===== config.mk =====
export PLATFORM = sky130hd
export DESIGN_NAME = id_ex_stage
export DESIGN_NICKNAME = d
export VERILOG_FILES = /design/src/rtl/cpu_pkg.sv /design/src/rtl/forward_unit.sv /design/src/rtl/id_ex_stage.sv
export SDC_FILE = /design/constraint.sdc
export NUM_CORES = 1
export LEC_CHECK = 0
export ABC_AREA = 1
export CAP_MARGIN = 5
export CORE_AREA = 2 2 183 113
export CTS_CLUSTER_SIZE = 12
export DETAILED_ROUTE_END_ITERATION = 7
export DIE_AREA = 0 0 185 115
export GPL_TIMING_DRIVEN = 0
export PLACE_DENSITY = 0.72
export SYNTH_ARGS = -nofsm -noshare
export SYNTH_HDL_FRONTEND = slang
export SYNTH_SLANG_ARGS = --single-unit

===== constraint.sdc =====
create_clock -name clk_i -period 1.5 [get_ports clk_i]
set_input_delay 0.3 -clock clk_i [delete_from_list [all_inputs] [get_ports clk_i]]
set_output_delay 0.3 -clock clk_i [all_outputs]
set_load 0.05 [all_outputs]

===== src/rtl/cpu_pkg.sv =====
// rtl/cpu_pkg.sv - shared CPU constants: widths, ALU codes, alu_op encodings, forward selects
package cpu_pkg;

  localparam int XLEN_DEF = 32;
  localparam int RA_DEF   = 5;

  // ALU control codes, shared with the ALU.
  localparam logic [2:0] ALU_AND  = 3'b000;
  localparam logic [2:0] ALU_XOR  = 3'b001;
  localparam logic [2:0] ALU_SLL  = 3'b010;
  localparam logic [2:0] ALU_ADD  = 3'b011;
  localparam logic [2:0] ALU_SUB  = 3'b100;
  localparam logic [2:0] ALU_MUL  = 3'b101;
  localparam logic [2:0] ALU_ADDI = 3'b110;
  localparam logic [2:0] ALU_SRAI = 3'b111;

  // alu_op encodings produced by the main decoder.
  localparam logic [1:0] ALUOP_LDST   = 2'b00;
  localparam logic [1:0] ALUOP_BRANCH = 2'b01;
  localparam logic [1:0] ALUOP_RTYPE  = 2'b10;
  localparam logic [1:0] ALUOP_IARITH = 2'b11;

  // Operand source selects from the forwarding unit.
  localparam logic [1:0] FWD_REG   = 2'b00;
  localparam logic [1:0] FWD_MEMWB = 2'b01;
  localparam logic [1:0] FWD_EXMEM = 2'b10;

  // Any combination not listed falls back to ADD.
  function automatic logic [2:0] alu_decode(input logic [1:0] op,
                                            input logic [6:0] f7,
                                            input logic [2:0] f3);
    logic [2:0] code;
    code = ALU_ADD;
    case (op)
      ALUOP_BRANCH: code = ALU_SUB;
      ALUOP_RTYPE: begin
        case ({f7, f3})
          10'b0000000_111: code = ALU_AND;
          10'b0000000_100: code = ALU_XOR;
          10'b0000000_001: code = ALU_SLL;
          10'b0000000_000: code = ALU_ADD;
          10'b0100000_000: code = ALU_SUB;
          10'b0000001_000: code = ALU_MUL;
          default:         code = ALU_ADD;
        endcase
      end
      ALUOP_IARITH: begin
        // funct7 of an ADDI is immediate bits, so only funct3 matters there.
        if (f3 == 3'b000)
          code = ALU_ADDI;
        else if (f3 == 3'b101 && f7 == 7'b0100000)
          code = ALU_SRAI;
        else
          code = ALU_ADD;
      end
      default: code = ALU_ADD;
    endcase
    return code;
  endfunction

endpackage


===== src/rtl/forward_unit.sv =====
// rtl/forward_unit.sv - combinational operand source select for EX-stage forwarding
// Ports:
//   rs1_addr_i, rs2_addr_i      : source registers of the instruction held in EX
//   exmem_regwrite_i/exmem_rd_i : EX/MEM writeback candidate (highest priority)
//   memwb_regwrite_i/memwb_rd_i : MEM/WB writeback candidate
//   fwd1_sel_o, fwd2_sel_o      : 00 register file, 01 MEM/WB, 10 EX/MEM
module forward_unit
  import cpu_pkg::*;
#(
  parameter int RA = RA_DEF
) (
  input  logic [RA-1:0] rs1_addr_i,
  input  logic [RA-1:0] rs2_addr_i,
  input  logic          exmem_regwrite_i,
  input  logic [RA-1:0] exmem_rd_i,
  input  logic          memwb_regwrite_i,
  input  logic [RA-1:0] memwb_rd_i,
  output logic [1:0]    fwd1_sel_o,
  output logic [1:0]    fwd2_sel_o
);

  // x0 is hard-wired zero, so a write to it must never be forwarded.
  function automatic logic [1:0] src_sel(input logic [RA-1:0] rs,
                                         input logic          em_we,
                                         input logic [RA-1:0] em_rd,
                                         input logic          mw_we,
                                         input logic [RA-1:0] mw_rd);
    logic [1:0] sel;
    sel = FWD_REG;
    if (em_we && em_rd != '0 && em_rd == rs)
      sel = FWD_EXMEM;
    else if (mw_we && mw_rd != '0 && mw_rd == rs)
      sel = FWD_MEMWB;
    return sel;
  endfunction

  always_comb begin
    fwd1_sel_o = src_sel(rs1_addr_i, exmem_regwrite_i, exmem_rd_i,
                         memwb_regwrite_i, memwb_rd_i);
    fwd2_sel_o = src_sel(rs2_addr_i, exmem_regwrite_i, exmem_rd_i,
                         memwb_regwrite_i, memwb_rd_i);
  end

endmodule


===== src/rtl/id_ex_stage.sv =====
// rtl/id_ex_stage.sv - ID/EX pipeline register with ALU decode, forwarding and load-use detect
// Ports:
//   clk_i, rst_i (sync, active-high), stall_i (freeze), flush_i (bubble)
//   ID side  : valid_i, rs1/rs2_data_i, imm_i, rs1/rs2/rd_addr_i, alu_op_i,
//              funct7_i, funct3_i, alusrc/regwrite/memread/memwrite/memtoreg_i
//   forwarding: exmem_regwrite_i/rd_i/data_i, memwb_regwrite_i/rd_i/data_i
//   EX side  : data1_o, data2_o, store_data_o, alu_ctrl_o, rd_addr_o,
//              regwrite/memread/memwrite/memtoreg_o, valid_o
//   hazard_o : load-use stall request toward IF/ID and PC
module id_ex_stage
  import cpu_pkg::*;
#(
  parameter int XLEN = XLEN_DEF,
  parameter int RA   = RA_DEF
) (
  input  logic            clk_i,
  input  logic            rst_i,
  input  logic            stall_i,
  input  logic            flush_i,
  input  logic            valid_i,
  input  logic [XLEN-1:0] rs1_data_i,
  input  logic [XLEN-1:0] rs2_data_i,
  input  logic [XLEN-1:0] imm_i,
  input  logic [RA-1:0]   rs1_addr_i,
  input  logic [RA-1:0]   rs2_addr_i,
  input  logic [RA-1:0]   rd_addr_i,
  input  logic [1:0]      alu_op_i,
  input  logic [6:0]      funct7_i,
  input  logic [2:0]      funct3_i,
  input  logic            alusrc_i,
  input  logic            regwrite_i,
  input  logic            memread_i,
  input  logic            memwrite_i,
  input  logic            memtoreg_i,
  input  logic            exmem_regwrite_i,
  input  logic [RA-1:0]   exmem_rd_i,
  input  logic [XLEN-1:0] exmem_data_i,
  input  logic            memwb_regwrite_i,
  input  logic [RA-1:0]   memwb_rd_i,
  input  logic [XLEN-1:0] memwb_data_i,
  output logic [XLEN-1:0] data1_o,
  output logic [XLEN-1:0] data2_o,
  output logic [2:0]      alu_ctrl_o,
  output logic [XLEN-1:0] store_data_o,
  output logic [RA-1:0]   rd_addr_o,
  output logic            regwrite_o,
  output logic            memread_o,
  output logic            memwrite_o,
  output logic            memtoreg_o,
  output logic            valid_o,
  output logic            hazard_o
);

  logic [RA-1:0]   rs1_addr_q;
  logic [RA-1:0]   rs2_addr_q;
  logic [XLEN-1:0] rs1_data_q;
  logic [XLEN-1:0] rs2_data_q;
  logic [XLEN-1:0] imm_q;
  logic            alusrc_q;
  logic            bubble;
  logic [1:0]      fwd1_sel;
  logic [1:0]      fwd2_sel;
  logic [XLEN-1:0] rs1_fwd;
  logic [XLEN-1:0] rs2_fwd;

  // A load in EX whose destination is read by the instruction in ID.
  assign hazard_o = valid_o & memread_o & (rd_addr_o != '0) & valid_i &
                    ((rd_addr_o == rs1_addr_i) | (rd_addr_o == rs2_addr_i));

  // Flush beats stall; a hazard bubble yields to a whole-pipeline freeze.
  assign bubble = flush_i | (hazard_o & ~stall_i);

  always_ff @(posedge clk_i) begin
    if (rst_i || bubble) begin
      valid_o    <= 1'b0;
      regwrite_o <= 1'b0;
      memread_o  <= 1'b0;
      memwrite_o <= 1'b0;
      memtoreg_o <= 1'b0;
      alu_ctrl_o <= 3'b000;
      rd_addr_o  <= '0;
      rs1_addr_q <= '0;
      rs2_addr_q <= '0;
      rs1_data_q <= '0;
      rs2_data_q <= '0;
      imm_q      <= '0;
      alusrc_q   <= 1'b0;
    end else if (!stall_i) begin
      valid_o    <= valid_i;
      regwrite_o <= regwrite_i;
      memread_o  <= memread_i;
      memwrite_o <= memwrite_i;
      memtoreg_o <= memtoreg_i;
      alu_ctrl_o <= alu_decode(alu_op_i, funct7_i, funct3_i);
      rd_addr_o  <= rd_addr_i;
      rs1_addr_q <= rs1_addr_i;
      rs2_addr_q <= rs2_addr_i;
      rs1_data_q <= rs1_data_i;
      rs2_data_q <= rs2_data_i;
      imm_q      <= imm_i;
      alusrc_q   <= alusrc_i;
    end
  end

  forward_unit #(.RA(RA)) u_forward_unit (
    .rs1_addr_i       (rs1_addr_q),
    .rs2_addr_i       (rs2_addr_q),
    .exmem_regwrite_i (exmem_regwrite_i),
    .exmem_rd_i       (exmem_rd_i),
    .memwb_regwrite_i (memwb_regwrite_i),
    .memwb_rd_i       (memwb_rd_i),
    .fwd1_sel_o       (fwd1_sel),
    .fwd2_sel_o       (fwd2_sel)
  );

  // Operands stay combinational so a stalled stage sees live forwarding data.
  always_comb begin
    case (fwd1_sel)
      FWD_EXMEM: rs1_fwd = exmem_data_i;
      FWD_MEMWB: rs1_fwd = memwb_data_i;
      default:   rs1_fwd = rs1_data_q;
    endcase
    case (fwd2_sel)
      FWD_EXMEM: rs2_fwd = exmem_data_i;
      FWD_MEMWB: rs2_fwd = memwb_data_i;
      default:   rs2_fwd = rs2_data_q;
    endcase
  end

  assign data1_o      = rs1_fwd;
  assign store_data_o = rs2_fwd;
  assign data2_o      = alusrc_q ? imm_q : rs2_fwd;

endmodule

Word-level counts from Yosys, hierarchy flattened
Cells that the tools add are included.
{"block": "totals", "ff_bits": 120, "inputBits": 209}
{"block": "op_classes", "mux": 11, "eq_ne": 20, "n_bitwise": 8, "reduce_logical": 12}
{"op": "32-bit case mux with 2 select lines", "count": 2}
{"op": "32-bit 2-to-1 mux", "count": 1}
{"op": "5-bit equality test", "count": 6}
{"op": "10-bit by 3-bit equality test with 1-bit output, second input constant", "count": 2}
{"op": "3-bit case mux with 5 select lines", "count": 1}
{"op": "5-bit nonzero test", "count": 3}
{"op": "10-bit by 1-bit equality test with 1-bit output, second input constant", "count": 1}
{"op": "10-bit by 4-bit equality test with 1-bit output, second input constant", "count": 1}
{"op": "10-bit by 9-bit equality test with 1-bit output, second input constant", "count": 1}
{"op": "3-bit case mux with 3 select lines", "count": 1}
{"op": "2-bit equality test, second input constant", "count": 4}
{"op": "7-bit by 6-bit equality test with 1-bit output, second input constant", "count": 1}
{"op": "1-bit logical AND", "count": 7}
{"op": "2-bit by 1-bit equality test with 1-bit output, second input constant", "count": 3}
{"op": "3-bit 2-to-1 mux", "count": 2}
{"op": "1-bit AND", "count": 5}
{"op": "2-bit 2-to-1 mux", "count": 2}
{"op": "3-bit equality test, second input constant", "count": 1}
{"op": "3-bit logical NOT", "count": 1}
{"op": "1-bit 2-to-1 mux", "count": 2}
{"op": "1-bit bitwise OR", "count": 2}
{"op": "1-bit logical OR", "count": 1}
{"op": "1-bit inverter", "count": 1}

Longest topological paths before layout
{"block": "depth", "ltp_word": 8, "mapped_depth": 11}

Modules after synthesis
Synthesis repeated with hierarchy kept, for this count alone.
{"block": "hier_totals", "cells_unflattened": 1155, "area_unflattened_um2": 6915.4}
{"mod": "id_ex_stage", "seq_area_each_um2": 2402.3, "area_each_um2": 6552.5, "cells_per_inst": 1074, "instances": 1}
{"mod": "forward_unit", "seq_area_each_um2": 0.0, "area_each_um2": 362.8, "cells_per_inst": 81, "instances": 1}

Least setup slack after synthesis
OpenSTA, ideal clock, no wires.
{"block": "synth_path", "path_kind": "reg2out", "startpoint": "register rs2_addr_q[0]", "endpoint": "output port data2_o[11]", "path_stages_with_launch": 10, "slack_ps": -769, "arrival_ps": 1969, "t_required_ps": 1200, "cell_sequence": "dfxtp_1 xnor2_1 nand2_1 nor2_4 nand3_4 buf_2 nand3_1 nand3_1 nand2_1 nand2_1"}
{"block": "synth_via", "elab_chain_len": 7}
{"element": "start: declaration", "line_no": "id_ex_stage.sv:55", "rtl": "logic [RA-1:0] rs2_addr_q;"}
{"element": "start signal: assignment", "line_no": "id_ex_stage.sv:97", "rtl": "rs2_addr_q <= rs2_addr_i;"}
{"element": "5-bit equality test", "line_no": "forward_unit.sv:32", "rtl": "else if (mw_we && mw_rd != '0 && mw_rd == rs)"}
{"element": "1-bit logical AND", "line_no": "forward_unit.sv:32"}
{"element": "1-bit 2-to-1 mux", "line_no": "forward_unit.sv:32"}
{"element": "2-bit 2-to-1 mux *", "line_no": "forward_unit.sv:30", "rtl": "if (em_we && em_rd != '0 && em_rd == rs)"}
{"element": "2-bit by 1-bit equality test with 1-bit output or 2-bit equality test (tied branches)", "line_no": "id_ex_stage.sv:123", "rtl": "case (fwd2_sel)"}
{"element": "32-bit case mux with 2 select lines *", "line_no": "id_ex_stage.sv:123"}
{"element": "net store_data_o[11]", "line_no": "id_ex_stage.sv:44", "rtl": "output logic [XLEN-1:0] store_data_o,"}
{"element": "32-bit 2-to-1 mux *", "line_no": "id_ex_stage.sv:132", "rtl": "assign data2_o = alusrc_q ? imm_q : rs2_fwd;"}
{"element": "end: declaration", "line_no": "id_ex_stage.sv:42", "rtl": "output logic [XLEN-1:0] data2_o,"}
The timed path passes the listed nets; every way through them passes the cells marked *.

Worst setup path in the final report
{"block": "layout_path", "startpoint": "register rs2_addr_q[3]", "endpoint": "output port data2_o[1]"}
{"block": "layout_via", "elab_chain_len": 7}
{"element": "5-bit equality test", "line_no": "forward_unit.sv:32"}
{"element": "1-bit logical AND", "line_no": "forward_unit.sv:32"}
{"element": "1-bit 2-to-1 mux", "line_no": "forward_unit.sv:32"}
{"element": "2-bit 2-to-1 mux *", "line_no": "forward_unit.sv:30"}
{"element": "2-bit by 1-bit equality test with 1-bit output or 2-bit equality test (tied branches)", "line_no": "id_ex_stage.sv:123"}
{"element": "32-bit case mux with 2 select lines *", "line_no": "id_ex_stage.sv:123"}
{"element": "32-bit 2-to-1 mux *", "line_no": "id_ex_stage.sv:132"}
Every way passes the cells marked *; elsewhere a longest branch is shown, timed or not.

==> impl_metrics.yaml <==
place:
  place.gp.congestion: 0.8769
  placedCellCount: 1542
  dp_hpwl_mm: 23.82
  io_buffers: 317
  pre_cts_ws_ns: -2.010
synthesis:
  synth_cell_types: 25
  ys_warn_count: 0
  syn_area_per_cell_um2: 7.100
  synth_seq_cells: 120
  netlist_area_um2: 6759
  synthCells: 952
  synth_nets: 1161
  seq_area_frac_synth_pct: 35.54
critical_path:
  cp.arrival_ns: 2.29
  crit_chain: "buf_6 -> xor2_4 -> nor2_4 -> buf_12 -> nand3_4 -> buf_12 -> buf_12 -> nand3_2 -> nand3_4 -> nand2_2 -> nand2_4 -> buf_12"
  worstSetupPathType: "register to primary output"
  cpPeakStageDelay_ns: 0.33
  crit_family: "buffers and inverters"
  crit_slowest_cell: "dfxtp_2"
  cp-start-kind: "register"
  cp_common_cell: "buf_12"
  crit_buf_inv: 5
  crit_fanout: 10
  crit_path_end_kind: "primary output"
  cp.required_ns: 1.20
clock_tree:
  ctsHoldBuffers: 0
  cts_tree: "yes"
  clock_tree.root_cell: "clkbuf_16"
  cts_max_level: 4
  cts.clk_slew.worst_paths_ns: 0.07
  cts_made_buffers: 17
  clock_latency_ns: 0.43
  cts_sinks: 120
  cts.path.max_buffers: 2
finish:
  final_cell_mix: "clkdlybuf4s50_1, dfxtp_1, nand2_1, mux2i_1, nand3_4"
  final_util_pct: 78.28
  final_cells: 1644
  layout_commonest_cell: "clkdlybuf4s50_1"
  areaGrowthSynthToFinish_pct: 127.2
  drive_gt1_share_pct: 47.30
  fin_nets: 1564
  nFillCells: 1290
floorplan:
  fp-row-count: 40
  fp.dieArea_um2: 21280
  coreArea_um2: 19620
  start_util_pct: 34.45
  die_x_um: 185
  die_y_um: 115
  io-pin-count: 319
min_path:
  hold_path_class: "input port to register"
global_routing:
  grt_max_degree: 17
  grt_pass1_wl_mm: 51.27
  antenna_found_initial: 3
  grt_pass1_vias: 8615
  grt-ovfl-total: 0
  grt_util_all_layers_pct: 32.51
route:
  drt_iter0_drc: 552
  drtPass1Iterations: 4
  vias: 8691
  wl_per_cell_um: 21.80
  routed_wl_mm: 35.84
  via_per_inst: 5.286
  ant_nets: 0
  route.detailed.drc: 0
timing:
  relSlewSlack_pct: 51.07
  hold_violations: 0
  setup_ws_ns: -1.090
  maxSlewViolCount: 0
  skew_ns: 0.01315
  setup_violations: 217
  fin_hold_ws_ns: 0.4108
  fin_crit_ns: 2.590
  fmax_mhz: 386.1
  worst_slew_pin_slew_ns: 0.7340
  post-route-period-util_pct: 172.7
  rsz0062_at_grt: "yes"
power_and_ir_drop:
  peakVddDrop_mv: 0.7689
  powerDensity_nw_per_um2: 717.0
  p_leak_uw: 0.006570
run:
  cap_violations: 0
run_status:
  violations: "negative setup slack"
  status: "complete, but fails checks"
worst reg2reg max path, delay by kind of cell (launching register included):
family,cells,cell delay [ns]
and+or+nand+nor,6,0.83
buffers and inverters,3,0.45
DFF,1,0.37
xor gates and xnor gates,1,0.15
cell families after synthesis:
logic type,synth area share [%]
xor+xnor,2.980
compound gates,1.537
flops,35.54
simple gates,37.30
mux,15.70
buf+inv,6.942
per-stage QoR:
step,setup TNS [ns],total power (uW),cell area (um2)
2_1_floorplan,-19.73,4841,8227
3_3_place_gp,-262.62,5959,11740
3_5_place_dp,-266.59,5980,11740
4_1_cts,-122.70,10810,14690
5_1_grt,-147.64,11310,15350
6_report,-134.09,11010,15360
sequential cells by signal, indices dropped and copies added (netlist names):
register,count
memtoreg_o,1
rs1_data_q,32
rd_addr_o,5
imm_q,32
memwrite_o,1
regwrite_o,1
alu_ctrl_o,3
memread_o,1
alusrc_q,1
rs2_addr_q,5
rs1_addr_q,5
rs2_data_q,32
valid_o,1
final timing paths:
| path | startpoint | end | slack [ns] | cells past startpoint |
|---|---|---|---|---|
| setup / recovery | rs2_addr_q[3] | data2_o[1] | -1.09 | 12 |
| hold reg to reg | imm_q[1] | imm_q[1] | 0.51 | 2 |
| hold / removal | stall_i | rs1_addr_q[0] | 0.41 | 5 |
| setup reg to reg | rd_addr_o[0] | rs2_data_q[1] | -0.42 | 10 |
metal layers:
metal	share of wire [%]	global-route usage, %	vias up
li1	-	-	4015
met2	47	52.58	369
met4	1.4	7.937	2
met5	0.036	0	-
met3	8.8	8.774	46
met1	43	43.31	4259
synthesized netlist by cell type:
library cell  count  area [um2]
nand4_1          34       212.7
buf_4             3       22.52
xnor2_1          10       87.58
mux2i_1         106        1061
nor3_1            7       35.03
nor2b_1           1       6.260
o22ai_1           1       6.260
nand3b_1          2       15.01
nand3_4           1       17.52
nand2_1         212       795.8
inv_1            34       127.6
nand3_2           1       10.01
nor2_2            2       12.51
buf_1             4       15.01
inv_2             4       15.01
xor2_1           13       113.9
dfxtp_1         120        2402
buf_2            48       240.2
nor2_1          141       529.3
nand3_1         175       875.8
o21ai_0          14       70.07
clkbuf_1         13       48.80
nor2_4            1       11.26
a21oi_1           4       20.02
a21boi_0          1       7.510
area by class of cell:
class / count / area [um2] / share of cell area, %
multi-input cells: 727 / 6394 / 41.63
repair buffers: 392 / 4756 / 30.97
flip-flops and latches: 120 / 2436 / 15.86
plain buffers: 59 / 635.6 / 4.138
clock buffers: 20 / 478.0 / 3.112
well taps: 273 / 341.6 / 2.224
inverters: 38 / 173.9 / 1.132
clock inverters: 12 / 136.4 / 0.8880
diodes: 3 / 7.507 / 0.04888
repair_timing:
item | CTS | global route
cloned | 22 | 3
endpoints found under the setup margin | 230 | 219
endpoints found under the hold margin | 0 | 0
resized for setup | 1038 | 198
buffers inserted | 35 | 25
pin swaps | 42 | 30
power by group:
part | leakage, uW | internal (uW) | switching (uW)
clock network | 0.000303 | 2650 | 1720
registers | 0.000986 | 3290 | 95.3
logic | 0.00528 | 1540 | 1720
Power figures use the tool's default switching activity.
